### config.mk
export PLATFORM = sky130hd
export DESIGN_NAME = vga_capture
export DESIGN_NICKNAME = d
export VERILOG_FILES = /design/src/rtl/vga_capture.sv
export SDC_FILE = /design/constraint.sdc
export NUM_CORES = 1
export LEC_CHECK = 0
export CELL_PAD_IN_SITES_DETAIL_PLACEMENT = 0
export CELL_PAD_IN_SITES_GLOBAL_PLACEMENT = 1
export CORE_MARGIN = 3
export CORE_UTILIZATION = 44
export CTS_CLUSTER_DIAMETER = 30
export DETAILED_ROUTE_END_ITERATION = 6
export PLACE_DENSITY = 0.92
export SLEW_MARGIN = 25
export SYNTH_ARGS = -nofsm -noshare
export SYNTH_HDL_FRONTEND = slang
export SYNTH_SLANG_ARGS = --single-unit
export TNS_END_PERCENT = 1
### constraint.sdc
create_clock -name CLOCK_50 -period 7.75 [get_ports CLOCK_50]
set_clock_uncertainty 0.15 [all_clocks]
set_input_delay 2.325 -clock CLOCK_50 [delete_from_list [all_inputs] [get_ports CLOCK_50]]
set_output_delay 2.325 -clock CLOCK_50 [all_outputs]
set_load 0.01 [all_outputs]
### src/rtl/vga_capture.sv
// vga_capture: sink end of the VGA-style pixel interface. Measures sync timing,
// checks the active geometry and streams each active pixel into a framebuffer write port.
module vga_capture #(
    parameter int H_ACTIVE = 200,
    parameter int V_ACTIVE = 600,
    parameter int ADDR_W   = 17
) (
    input  logic              CLOCK_50,
    input  logic              RESET,
    input  logic              pix_en,
    input  logic              vid_hs,
    input  logic              vid_vs,
    input  logic              vid_blank_n,
    input  logic [7:0]        vid_r,
    input  logic [7:0]        vid_g,
    input  logic [7:0]        vid_b,
    input  logic              enable,
    output logic              fb_we,
    output logic [ADDR_W-1:0] fb_addr,
    output logic [23:0]       fb_wdata,
    output logic              frame_done,
    output logic              err,
    output logic              locked,
    output logic [9:0]        h_total,
    output logic [9:0]        v_total
);
    localparam int XW = $clog2(H_ACTIVE + 1);
    localparam int LW = $clog2(V_ACTIVE + 1);
    localparam logic [XW-1:0] X_FULL  = XW'(H_ACTIVE);
    localparam logic [LW-1:0] L_FULL  = LW'(V_ACTIVE);
    localparam logic [9:0]    CNT_MAX = 10'd1023;

    typedef enum logic [0:0] {SEEK = 1'b0, CAPTURE = 1'b1} state_t;

    state_t            state_q, state_d;
    logic              hs_prev_q, hs_prev_d, vs_prev_q, vs_prev_d;
    logic [9:0]        hcnt_q, hcnt_d, vcnt_q, vcnt_d;
    logic [9:0]        h_total_q, h_total_d, v_total_q, v_total_d;
    logic [XW-1:0]     x_q, x_d;
    logic [LW-1:0]     line_q, line_d;
    logic              line_err_q, line_err_d;
    logic [ADDR_W-1:0] wr_addr_q, wr_addr_d;
    logic              fb_we_q, fb_we_d;
    logic [ADDR_W-1:0] fb_addr_q, fb_addr_d;
    logic [23:0]       fb_wdata_q, fb_wdata_d;
    logic              frame_done_q, frame_done_d, err_q, err_d;
    logic              locked_q, locked_d, have_good_q, have_good_d;
    logic [9:0]        good_h_q, good_h_d, good_v_q, good_v_d;

    logic          hs_rise_s, vs_rise_s, in_capture_s, active_px_s, px_in_range_s, px_write_s;
    logic          line_err_px_s, hs_cap_s, hs_blank_s, hs_good_s, hs_bad_s;
    logic          vs_cap_s, frame_good_s, frame_bad_s;
    logic [XW-1:0] x_px_s;
    logic [LW-1:0] line_hs_s;
    logic [9:0]    vcnt_hs_s;

    function automatic logic [9:0] sat_inc(input logic [9:0] v);
        if (v == CNT_MAX) begin
            return v;
        end else begin
            return v + 10'd1;
        end
    endfunction

    // Within one sample the pixel is handled first, then HS, then VS.
    assign hs_rise_s     = pix_en & vid_hs & ~hs_prev_q;
    assign vs_rise_s     = pix_en & vid_vs & ~vs_prev_q;
    assign in_capture_s  = (state_q == CAPTURE);
    assign active_px_s   = pix_en & vid_blank_n & in_capture_s;
    assign px_in_range_s = (x_q < X_FULL) && (line_q < L_FULL);
    assign px_write_s    = active_px_s & px_in_range_s;
    assign line_err_px_s = line_err_q | (active_px_s & ~px_in_range_s);
    assign x_px_s        = px_write_s ? (x_q + XW'(1)) : x_q;
    assign hs_cap_s      = hs_rise_s & in_capture_s;
    assign hs_blank_s    = hs_cap_s & (x_px_s == {XW{1'b0}});
    assign hs_good_s     = hs_cap_s & (x_px_s == X_FULL) & ~line_err_px_s;
    assign hs_bad_s      = hs_cap_s & ~hs_blank_s & ~hs_good_s;
    assign line_hs_s     = hs_good_s ? (line_q + LW'(1)) : line_q;
    assign vs_cap_s      = vs_rise_s & in_capture_s & ~hs_bad_s;
    assign frame_good_s  = vs_cap_s & (line_hs_s == L_FULL);
    assign frame_bad_s   = vs_cap_s & (line_hs_s != L_FULL);
    assign vcnt_hs_s     = hs_rise_s ? sat_inc(vcnt_q) : vcnt_q;

    // State register and all other flops.
    always_ff @(posedge CLOCK_50) begin
        if (RESET) begin
            state_q      <= SEEK;
            hs_prev_q    <= 1'b0;
            vs_prev_q    <= 1'b0;
            hcnt_q       <= 10'd0;
            vcnt_q       <= 10'd0;
            h_total_q    <= 10'd0;
            v_total_q    <= 10'd0;
            x_q          <= {XW{1'b0}};
            line_q       <= {LW{1'b0}};
            line_err_q   <= 1'b0;
            wr_addr_q    <= {ADDR_W{1'b0}};
            fb_we_q      <= 1'b0;
            fb_addr_q    <= {ADDR_W{1'b0}};
            fb_wdata_q   <= 24'd0;
            frame_done_q <= 1'b0;
            err_q        <= 1'b0;
            locked_q     <= 1'b0;
            have_good_q  <= 1'b0;
            good_h_q     <= 10'd0;
            good_v_q     <= 10'd0;
        end else begin
            state_q      <= state_d;
            hs_prev_q    <= hs_prev_d;
            vs_prev_q    <= vs_prev_d;
            hcnt_q       <= hcnt_d;
            vcnt_q       <= vcnt_d;
            h_total_q    <= h_total_d;
            v_total_q    <= v_total_d;
            x_q          <= x_d;
            line_q       <= line_d;
            line_err_q   <= line_err_d;
            wr_addr_q    <= wr_addr_d;
            fb_we_q      <= fb_we_d;
            fb_addr_q    <= fb_addr_d;
            fb_wdata_q   <= fb_wdata_d;
            frame_done_q <= frame_done_d;
            err_q        <= err_d;
            locked_q     <= locked_d;
            have_good_q  <= have_good_d;
            good_h_q     <= good_h_d;
            good_v_q     <= good_v_d;
        end
    end

    // Next state: a bad line drops to SEEK; every VS edge re-decides from enable.
    always_comb begin
        state_d = state_q;
        if (vs_rise_s) begin
            if (enable) begin
                state_d = CAPTURE;
            end else begin
                state_d = SEEK;
            end
        end else if (hs_bad_s) begin
            state_d = SEEK;
        end else begin
            state_d = state_q;
        end
    end

    // Free-running timing measurement; only sample cycles change it.
    always_comb begin
        hs_prev_d = hs_prev_q;
        vs_prev_d = vs_prev_q;
        hcnt_d    = hcnt_q;
        vcnt_d    = vcnt_q;
        h_total_d = h_total_q;
        v_total_d = v_total_q;
        if (pix_en) begin
            hs_prev_d = vid_hs;
            vs_prev_d = vid_vs;
            if (hs_rise_s) begin
                h_total_d = hcnt_q;
                hcnt_d    = 10'd1;
            end else begin
                hcnt_d    = sat_inc(hcnt_q);
            end
            if (vs_rise_s) begin
                v_total_d = vcnt_hs_s;
                vcnt_d    = 10'd0;
            end else begin
                vcnt_d    = vcnt_hs_s;
            end
        end else begin
            hcnt_d = hcnt_q;
        end
    end

    // Pixel position tracking; the write address advances with every written pixel.
    always_comb begin
        x_d        = x_q;
        line_d     = line_q;
        line_err_d = line_err_q;
        wr_addr_d  = px_write_s ? (wr_addr_q + ADDR_W'(1)) : wr_addr_q;
        if (vs_rise_s) begin
            x_d        = {XW{1'b0}};
            line_d     = {LW{1'b0}};
            line_err_d = 1'b0;
            wr_addr_d  = {ADDR_W{1'b0}};
        end else if (hs_good_s || hs_bad_s) begin
            x_d        = {XW{1'b0}};
            line_d     = line_hs_s;
            line_err_d = 1'b0;
        end else if (in_capture_s) begin
            x_d        = x_px_s;
            line_err_d = line_err_px_s;
        end else begin
            x_d        = x_q;
        end
    end

    // Output comb: write port, status pulses and lock tracking.
    always_comb begin
        fb_we_d      = px_write_s;
        fb_addr_d    = fb_addr_q;
        fb_wdata_d   = fb_wdata_q;
        frame_done_d = frame_good_s;
        err_d        = hs_bad_s | frame_bad_s;
        locked_d     = locked_q;
        have_good_d  = have_good_q;
        good_h_d     = good_h_q;
        good_v_d     = good_v_q;
        if (px_write_s) begin
            fb_addr_d  = wr_addr_q;
            fb_wdata_d = {vid_r, vid_g, vid_b};
        end else begin
            fb_addr_d  = fb_addr_q;
        end
        if (err_d) begin
            locked_d    = 1'b0;
            have_good_d = 1'b0;
        end else if (frame_good_s) begin
            if (have_good_q && (h_total_d == good_h_q) && (v_total_d == good_v_q)) begin
                locked_d = 1'b1;
            end else begin
                locked_d = locked_q;
            end
            have_good_d = 1'b1;
            good_h_d    = h_total_d;
            good_v_d    = v_total_d;
        end else begin
            locked_d = locked_q;
        end
    end

    assign fb_we      = fb_we_q;
    assign fb_addr    = fb_addr_q;
    assign fb_wdata   = fb_wdata_q;
    assign frame_done = frame_done_q;
    assign err        = err_q;
    assign locked     = locked_q;
    assign h_total    = h_total_q;
    assign v_total    = v_total_q;

endmodule

# --- Word level (Yosys, flattened, before mapping) ---
# Index checks and enable logic that the tools add are counted.
classes:
  n_addsub: 5
  n_mul: 0
  n_div: 0
  n_lt_le_gt_ge: 2
  n_eq_ne: 8
  n_shift: 0
  muxes: 14
  n_bitwise: 28
  reduce_logical: 12
op_table:
  columns: ["op", "count"]
  rows:
  - ["two-way mux 10 bit", 10]
  - ["adder 10 x 1 -> 10 bit (second input constant)", 3]
  - ["equality test 10 bit (second input constant)", 3]
  - ["equality test 10 bit", 2]
  - ["AND 1 bit", 18]
  - ["adder 17 x 1 -> 17 bit (second input constant)", 1]
  - ["less-than comparator 10 bit (second input constant)", 1]
  - ["!= test 10 bit (second input constant)", 1]
  - ["adder 8 x 1 -> 8 bit (second input constant)", 1]
  - ["equality test 8 bit (second input constant)", 1]
  - ["zero test 8 bit", 1]
  - ["less-than comparator 8 bit (second input constant)", 1]
  - ["two-way mux 8 bit", 1]
  - ["NOT 1 bit", 8]
  - ["AND reduction 2 bit", 3]
  - ["OR reduction 2 bit", 2]
  - ["logical AND 1 bit", 3]
  - ["two-way mux 1 bit", 3]
  - ["OR reduction 3 bit", 1]
  - ["!= test 2 bit (second input constant)", 1]
  - ["bitwise OR 1 bit", 2]
  - ["nonzero test 2 bit", 1]
  - ["logical OR 1 bit", 1]
totals:
  reg_bits: 145
  latch_bits: 0
  ramBits: 0
  romBits: 0
  out_inout_bits: 65
  elab_cells: 89
  n_memories: 0

# --- Logic depth before layout (Yosys ltp) ---
# Gate-level depths: netlist (run 1).
depth:
  depth_word: 15
  mapped_depth: 12
  depth_no_buf: 10

# --- Least setup slack after synthesis (run 1) ---
# Ideal clock, no wire load.
synth_timing:
  path_type: "input-to-reg"
  from: "input port vid_blank_n"
  to: "register good_v_q[2]"
  setup_time_ps: 123
  arrival_ps: 5115
  path_slack_ps: 2362
  cell_stages: 11
  cell_sequence: "and3_1 buf_1 nand2_1 o41a_1 a211o_1 nor4_4 nand4_2 a211oi_4 and3_1 buf_6 mux2_1"
synth_via:
  elab_chain_cells: 15
  elab_cells_between_ends: 26
synth_rtl:
  columns: ["element", "line_no", "source"]
  rows:
  - ["start, declared", "13", "input logic vid_blank_n,"]
  - ["AND 1 bit * (2 in series)", "69", "assign active_px_s = pix_en & vid_blank_n & in_capture_s;"]
  - ["branches (longest 12 deep; another with two-way mux 10 bit)", null, null]
  - ["AND reduction 2 bit (no source line) *", null, null]
  - ["end signal, assigned", "127", "good_v_q <= good_v_d;"]
  - ["end, declared", "48", "logic [9:0] good_h_q, good_h_d, good_v_q, good_v_d;"]
# Every way passes the cells marked *.
# A chain may end at the register's enable or synchronous reset.

# --- Worst setup path after layout (run 1) ---
layout_timing:
  from: "input port pix_en"
  to: "register good_h_q[2]"
layout_via:
  elab_chain_cells: 15
  elab_cells_between_ends: 34
layout_rtl:
  columns: ["element", "line_no", "source"]
  rows:
  - ["start, declared", "10", "input logic pix_en,"]
  - ["branches (longest 15 deep; another with two-way mux 10 bit)", null, null]
  - ["end signal, assigned", "126", "good_h_q <= good_h_d;"]
  - ["end, declared", "48", null]
# Several ways; the timed one is not identified.

==> results of run 1 <==
flip-flops by register name (all words and copies together), names as in the netlist, 8 cells and up:
| name | count |
|---|---|
| good_h_q | 10 |
| vcnt_q | 10 |
| fb_addr | 17 |
| fb_wdata | 24 |
| hcnt_q | 10 |
| v_total | 10 |
| good_v_q | 10 |
| line_q | 10 |
| h_total | 10 |
| x_q | 8 |
| wr_addr_q | 17 |
cells in the final DEF, fill, tap and decap left out, types with 3 or more instances in the layout:
cell type	count
dfxtp_1	145
inv_1	18
a31oi_1	9
nand3_1	22
xor2_1	32
and2_1	5
o21a_1	3
and3_1	10
clkinvlp_4	3
mux2_1	4
a211o_1	5
bufinv_16	4
ha_1	5
o31ai_1	4
nor2_1	85
xnor2_1	24
inv_6	3
o22ai_1	3
mux2i_1	13
nor3_1	9
buf_4	7
nor2b_1	8
clkbuf_16	17
nor4_1	9
or3_1	6
nand4_1	17
a32o_1	10
a21oi_1	69
nand2_1	145
o21ai_0	16
clkdlybuf4s50_1	94
nand2b_1	5
or4_1	3
a211oi_1	17
o211ai_1	3
a21o_1	3
o2111ai_1	3
layer usage:
layer | global-route usage [%] | routed length [um] | vias up
met5 | 0 | 0 | -
met4 | 7.30 | 335 | 0
met3 | 4.28 | 722 | 24
met2 | 32.6 | 7990 | 145
met1 | 26.2 | 7450 | 2759
li1 | - | - | 2937
metrics by stage:
stage / total power [W] / hold WS, ns / cell area [um^2] / setup WS (ns)
after global routing: 0.00177 / 0.320 / 8270 / 0.961
final: 0.00172 / 0.303 / 8270 / 1.26
after detailed placement: 0.000858 / 0.295 / 7630 / 0.853
after global placement: 0.000858 / 0.291 / 7630 / 1.01
after CTS: 0.00173 / 0.304 / 8270 / 1.27
after floorplan: 0.000819 / 0.294 / 6600 / 2.36
worst min-delay path: stages (launching register included):
cell	delay, ns
dfxtp_1	0.31
nand2_1	0.05
a21oi_1	0.05
cell type report:
class / instances / area share (%)
clock inverters: 15 / 2.51
repair buffers: 102 / 12.1
clock buffers: 17 / 5.15
well taps: 184 / 2.78
multi-input cells: 584 / 41.5
inverters: 18 / 0.817
flip-flops and latches: 145 / 35.1
power by group through the flow:
stage               clock [W]  combinational [W]  sequential (W)
global placement            0          0.0000830        0.000775
finish               0.000876          0.0000834        0.000758
floorplan                   0          0.0000434        0.000776
detailed placement          0          0.0000831        0.000775
global route         0.000925          0.0000909        0.000759
CTS                  0.000891          0.0000838        0.000758
cells by family after synthesis:
logic type,count (synthesis)
AND/OR/NAND/NOR,338
XOR/XNOR,56
AO/OA/AOI/OAI,167
buffers and inverters,63
multiplexers,18
adder cells (fa/ha/maj),5
flip-flops,145
final timing paths:
path	end	slack, ns
worst min register to register	fb_addr[3]	0.30
worst max register to register	good_h_q[2]	3.28
worst min-delay path	fb_addr[3]	0.30
worst max-delay path	good_h_q[2]	1.26
==> results.txt, run 1 <==
clock slew at reported path FFs: 0.06 ns
maximum fanout along the worst path: 45
postcts setup bufs: 0
commonest cells in the netlist: 145 x dfxtp_1, 145 x nand2_1, 85 x nor2_1
switching share of total power: 22.4%
# hold bufs at CTS: 0
FP Rows: 44
Worst setup EP type: register
Clk pwr share: 51.0%
largest family of logic cells by synthesized area: simple AND/OR/NAND/NOR gates
antenna violations before repair: 0
r2r startpoint: line_q[3]
TritonCTS Buffers: 17
# IOs: 96
pin count of the biggest net entering global routing: 83
register area share after synthesis: 44.0%
final core occ: 56.7%
synth warn: 0
die span in y: 128 um
post-synthesis mux area share: 2.83%
Clock Latency Late Sink: 0.42 ns
leak pwr: 2.85 nW
Die ar.: 16500 um^2
Synth area leader: dfxtp_1
htree depth: 4
first-pass GRT wire length: 26.8 mm
Post-CTS Resized: 0
Startpoint Class: input port
non-filler cells in the finished layout: 1065
flops & latches, synth: 145
hold path depth: 2
cell depth of the worst flop-to-flop path: 11
placed insts: 1033
final period utilization: 83.7%
Antenna Nets Post-Route: 0
Internal: 0.00133 W
ys async rst share: 0%
max-cap violations: 0
post-synthesis xor/xnor area fraction: 7.44%
1st-iter DRT viols: 570
EDFF count, synth: 0
Ant. Diodes: 0
Mean Syn Cell Area: 8.33 um^2
share of layout cells above drive strength 1: 5.68%
# setup viols final: 0
Final Critical Period: 6.49 ns
TritonCTS clock tree: built
Worst Tran Pin Value: 0.908 ns
simple-gate portion of the synthesized area: 23.4%
RSZ-0062 raised after global routing: false
worst min path class: register to register
Critical Path Source: pix_en
final hold vios: 0
Peak VDD IR: 0.149 mV
Sequential Power Share: 44.2%
CP top delay family: simple AND/OR/NAND/NOR gates
DR DRC count: 0
slowest stage cell, crit path: clkdlybuf4s50_1
crit path kind: input port to register
Initial Utilization: 45.2%
worst path cell trace: clkdlybuf4s50_1 > and3_1 > o211ai_4 > buf_4 > nor3b_1 > o2111ai_1 > nor4_4 > nand4_2 > a211oi_4 > and3_1 > buf_4 > o31ai_1
top-area cell type share of the netlist area: 44.0%
Congestion Overflow GR: 0
syn_nets: 828
Comb power frac: 4.9%
vias in the first global route: 5475
Slew Viols, Final: 0
HPWL reported at the end of detailed placement: 11.1 mm
synthesized instance count: 792
Fmax: 0.154 GHz
Clk Tree Root Cell: clkbuf_16
RePlAce Congestion: 0.861
Post-Synth Adder-Cell Area: 0.948%
top post-synthesis cells by area: dfxtp_1 44%, nand2_1 8.3%, a21oi_1 5.2%, nor2_1 4.8%, xor2_1 4.2%
Total GRT Usage: 20.0%
fill count: 1339
Via density: 5.51
Critical Path AT: 6.61 ns
clk buf depth: 2
Worst EP required: 7.87 ns
area grow syn2layout: 25.3%
cell count along the critical path: 12
Slew headroom: 39.5%
PwrDens: 208 nW/um^2
Core Footprint: 14600 um^2
final setup TNS: 0 ns
hold wc startpoint: fb_addr[3]
post-synthesis compound-gate area fraction: 17.3%
cell area after synthesis: 6600 um^2
DRT Pass-1 Iters: 5
Worst path max stage delay: 0.78 ns
Die Width: 128 um
Port Buffers: 95
Buf/Inv on CP: 3
synth unique cells: 65
net load switching power: 0.000386 W
Final #Nets: 904
TritonCTS Sinks: 145
DRT Wirelength: 16.5 mm
via count: 5865
Multi-input gate area: 3430 um^2
Sequential cell area: 2900 um^2
post-DR wirelength/cell: 15.5 um
ys flop type: dfxtp_1
status: finished, final reports clean
No activity file was read; power rests on OpenSTA's default activity.
==> run 2: changes to the inputs <==
CORE_UTILIZATION = 41   (was 44)
PLACE_DENSITY = 0.87   (was 0.92)
clock period = 6.6 ns   (was 7.75 ns; I/O delays follow)
==> run 2 against run 1 <==
Via count increased by 0.49%. First-iteration DRC count fell by 31%. Core utilization fell by 3.1 points. Final cell count is 2.7% higher. Clock-buffer cell count is 5 higher. Worst setup slack lost 0.27 ns. Routed wire length is 1.7% higher. Critical path depth is 2 lower. Die area up 7.0%. Sequential share of layout area is 0.13 points lower. Highest routed layer unchanged.
==> results.txt, run 2 (synthesis gave the netlist of run 1 again) <==
status: finished, final reports clean (unchanged)
clk buf depth: 2 (unchanged)
Fmax: 0.178 GHz
Peak VDD IR: 0.198 mV (was 0.149 mV)
reg-to-reg slack, setup: 2.20 ns (was 3.28 ns)
post-DR wirelength/cell: 15.3 um (was 15.5 um)
Worst Tran Pin Value: 0.880 ns (was 0.908 ns)
Port Buffers: 95 (unchanged)
DRT Wirelength: 16.8 mm (was 16.5 mm)
routing usage on met1: 24.5% (was 26.2%)
DRT Pass-1 Iters: 7 (was 5)
RePlAce Congestion: 0.877 (was 0.861)
Slew Viols, Final: 0 (unchanged)
Internal: 0.00155 W (was 0.00133 W)
total power draw: 0.00197 W (was 0.00172 W)
final hold vios: 0 (unchanged)
leak pwr: 2.85 nW (about the same)
# IOs: 96 (unchanged)
worst path cell trace: clkdlybuf4s50_1 > and3_1 > nand2_1 > o41a_1 > a211o_1 > nor4_4 > nand4_2 > a211oi_4 > and3_1 > mux2_1 (was clkdlybuf4s50_1 > and3_1 > o211ai_4 > buf_4 > nor3b_1 > o2111ai_1 > nor4_4 > nand4_2 > a211oi_4 > and3_1 > buf_4 > o31ai_1)
placed instance area: 7690 um^2 (was 7630 um^2)
hold wc startpoint: fb_addr[0] (was fb_addr[3])
TritonCTS Sinks: 145 (unchanged)
pin count of the biggest net entering global routing: 83 (unchanged)
setup ws final: 0.989 ns (was 1.26 ns)
Top Usage Layer GRT: met2 (unchanged)
Clk pwr share: 49.9% (was 51.0%)
crit-path most repeated cell: and3_1
via count: 5894 (was 5865)
clock slew at reported path FFs: 0.06 ns (about the same)
met2 Use GR: 31.4% (was 32.6%)
post-route cell area: 8300 um^2 (was 8270 um^2)
DR DRC count: 0 (unchanged)
Worst path max stage delay: 0.57 ns (was 0.78 ns)
first-pass GRT wire length: 27.9 mm (was 26.8 mm)
Buf/Inv on CP: 1 (was 3)
worst min path class: register to register (unchanged)
max-cap violations: 0 (unchanged)
Antenna Nets Post-Route: 0 (unchanged)
Congestion Overflow GR: 0 (unchanged)
r2r startpoint: x_q[3] (was line_q[3])
Critical Path AT: 5.77 ns (was 6.61 ns)
Post-CTS Resized: 0 (unchanged)
number of flip-flops in the largest register: 24 (unchanged)
Multi-input gate area: 3440 um^2 (was 3430 um^2)
pre-CTS WS: 0.578 ns (was 0.853 ns)
Via density: 5.39 (was 5.51)
Sequential Power Share: 45.1% (was 44.2%)
hold path depth: 2 (unchanged)
Startpoint Class: input port (unchanged)
Total GRT Usage: 19.2% (was 20.0%)
final period utilization: 85.0%
PwrDens: 238 nW/um^2 (was 208 nW/um^2)
Die ar.: 17600 um^2 (was 16500 um^2)
Clk Tree Root Cell: clkbuf_16 (unchanged)
Final #Nets: 907 (was 904)
# hold bufs at CTS: 0 (unchanged)
# setup viols final: 0 (unchanged)
most common cell after layout, fill and taps aside: dfxtp_1
Comb power frac: 5.0% (was 4.9%)
share of layout cells above drive strength 1: 5.78% (was 5.68%)
1st-iter DRT viols: 391 (was 570)
Worst setup EP type: register (unchanged)
most frequent cells in the layout: 145 x dfxtp_1, 144 x nand2_1, 94 x clkdlybuf4s50_1 (was 145 x nand2_1, 145 x dfxtp_1, 94 x clkdlybuf4s50_1)
htree depth: 4 (unchanged)
FP Rows: 45 (was 44)
cell depth of the worst flop-to-flop path: 9 (was 11)
area grow syn2layout: 25.8% (was 25.3%)
postcts setup bufs: 0 (unchanged)
CP top delay family: simple AND/OR/NAND/NOR gates (unchanged)
Ant. Diodes: 0 (unchanged)
crit path kind: input port to register (unchanged)
Core Footprint: 15500 um^2 (was 14600 um^2)
slowest stage cell, crit path: and3_1 (was clkdlybuf4s50_1)
final setup TNS: 0 ns (unchanged)
Sequential cell area: 2900 um^2 (unchanged)
HPWL reported at the end of detailed placement: 11.6 mm (was 11.1 mm)
die span in y: 133 um (was 128 um)
net load switching power: 0.000426 W (was 0.000386 W)
TritonCTS Buffers: 17 (unchanged)
vias in the first global route: 5572 (was 5475)
antenna violations before repair: 0 (unchanged)
Worst EP required: 6.76 ns (was 7.87 ns)
Critical Path Source: pix_en (unchanged)
Initial Utilization: 42.6% (was 45.2%)
final core occ: 53.6% (was 56.7%)
maximum fanout along the worst path: 11 (was 45)
Slew headroom: 41.3% (was 39.5%)
Final Critical Period: 5.61 ns
TritonCTS clock tree: built (unchanged)
fill count: 1471 (was 1339)
Endpoint, Worst Hold: fb_addr[0] (was fb_addr[3])
met3 usage: 4.83% (was 4.28%)
switching share of total power: 21.6% (was 22.4%)
Die Width: 133 um (was 128 um)
reg2reg end: good_h_q[3] (was good_h_q[2])
RSZ-0062 raised after global routing: false (unchanged)
Clock Latency Late Sink: 0.42 ns (about the same)
## run 2: final cells by class
cell class              count  share of cell area (%)
well taps                 211                    3.18
multi-input cells         584                    41.4
clock inverters             9                    1.58
repair buffers            105                    12.3
clock buffers              22                    5.71
flip-flops and latches    145                    35.0
inverters                  18                   0.814
## run 2: layer usage
layer	up-vias	share of wire [%]
met3	32	4.1
met2	130	48
li1	2928	-
met1	2804	45
met5	-	0
met4	0	2.3
## run 2: worst max path at each step
stage | end | slack (ns) | depth (start not counted)
6_report | good_h_q[3] | 0.99 | 10
5_1_grt | good_v_q[3] | 0.71 | 10
4_1_cts | good_h_q[3] | 1.02 | 10
3_5_place_dp | good_h_q[3] | 0.58 | 10
3_3_place_gp | good_v_q[1] | 0.66 | 10
2_1_floorplan | good_v_q[2] | 1.56 | 11
## run 2: stage by stage
step | instances | hold WS, ns
2_1_floorplan | 792 | 0.294
3_3_place_gp | 1063 | 0.291
3_5_place_dp | 1063 | 0.298
4_1_cts | 1094 | 0.306
5_1_grt | 1094 | 0.324
6_report | 1094 | 0.302
## run 2: power groups by stage
| stage | registers [W] | logic [W] | clock network [W] |
|---|---|---|---|
| finish | 0.000891 | 0.0000985 | 0.000985 |
| global route | 0.000892 | 0.000109 | 0.00104 |
| CTS | 0.000891 | 0.0000994 | 0.00101 |
| detailed placement | 0.000910 | 0.0000990 | 0 |
| global placement | 0.000910 | 0.0000989 | 0 |
| floorplan | 0.000911 | 0.0000510 | 0 |
## run 2: worst min-delay path: stages, from the launching register on
cell     delay (ns)
dfxtp_1        0.30
nand2_1        0.05
a21oi_1        0.05
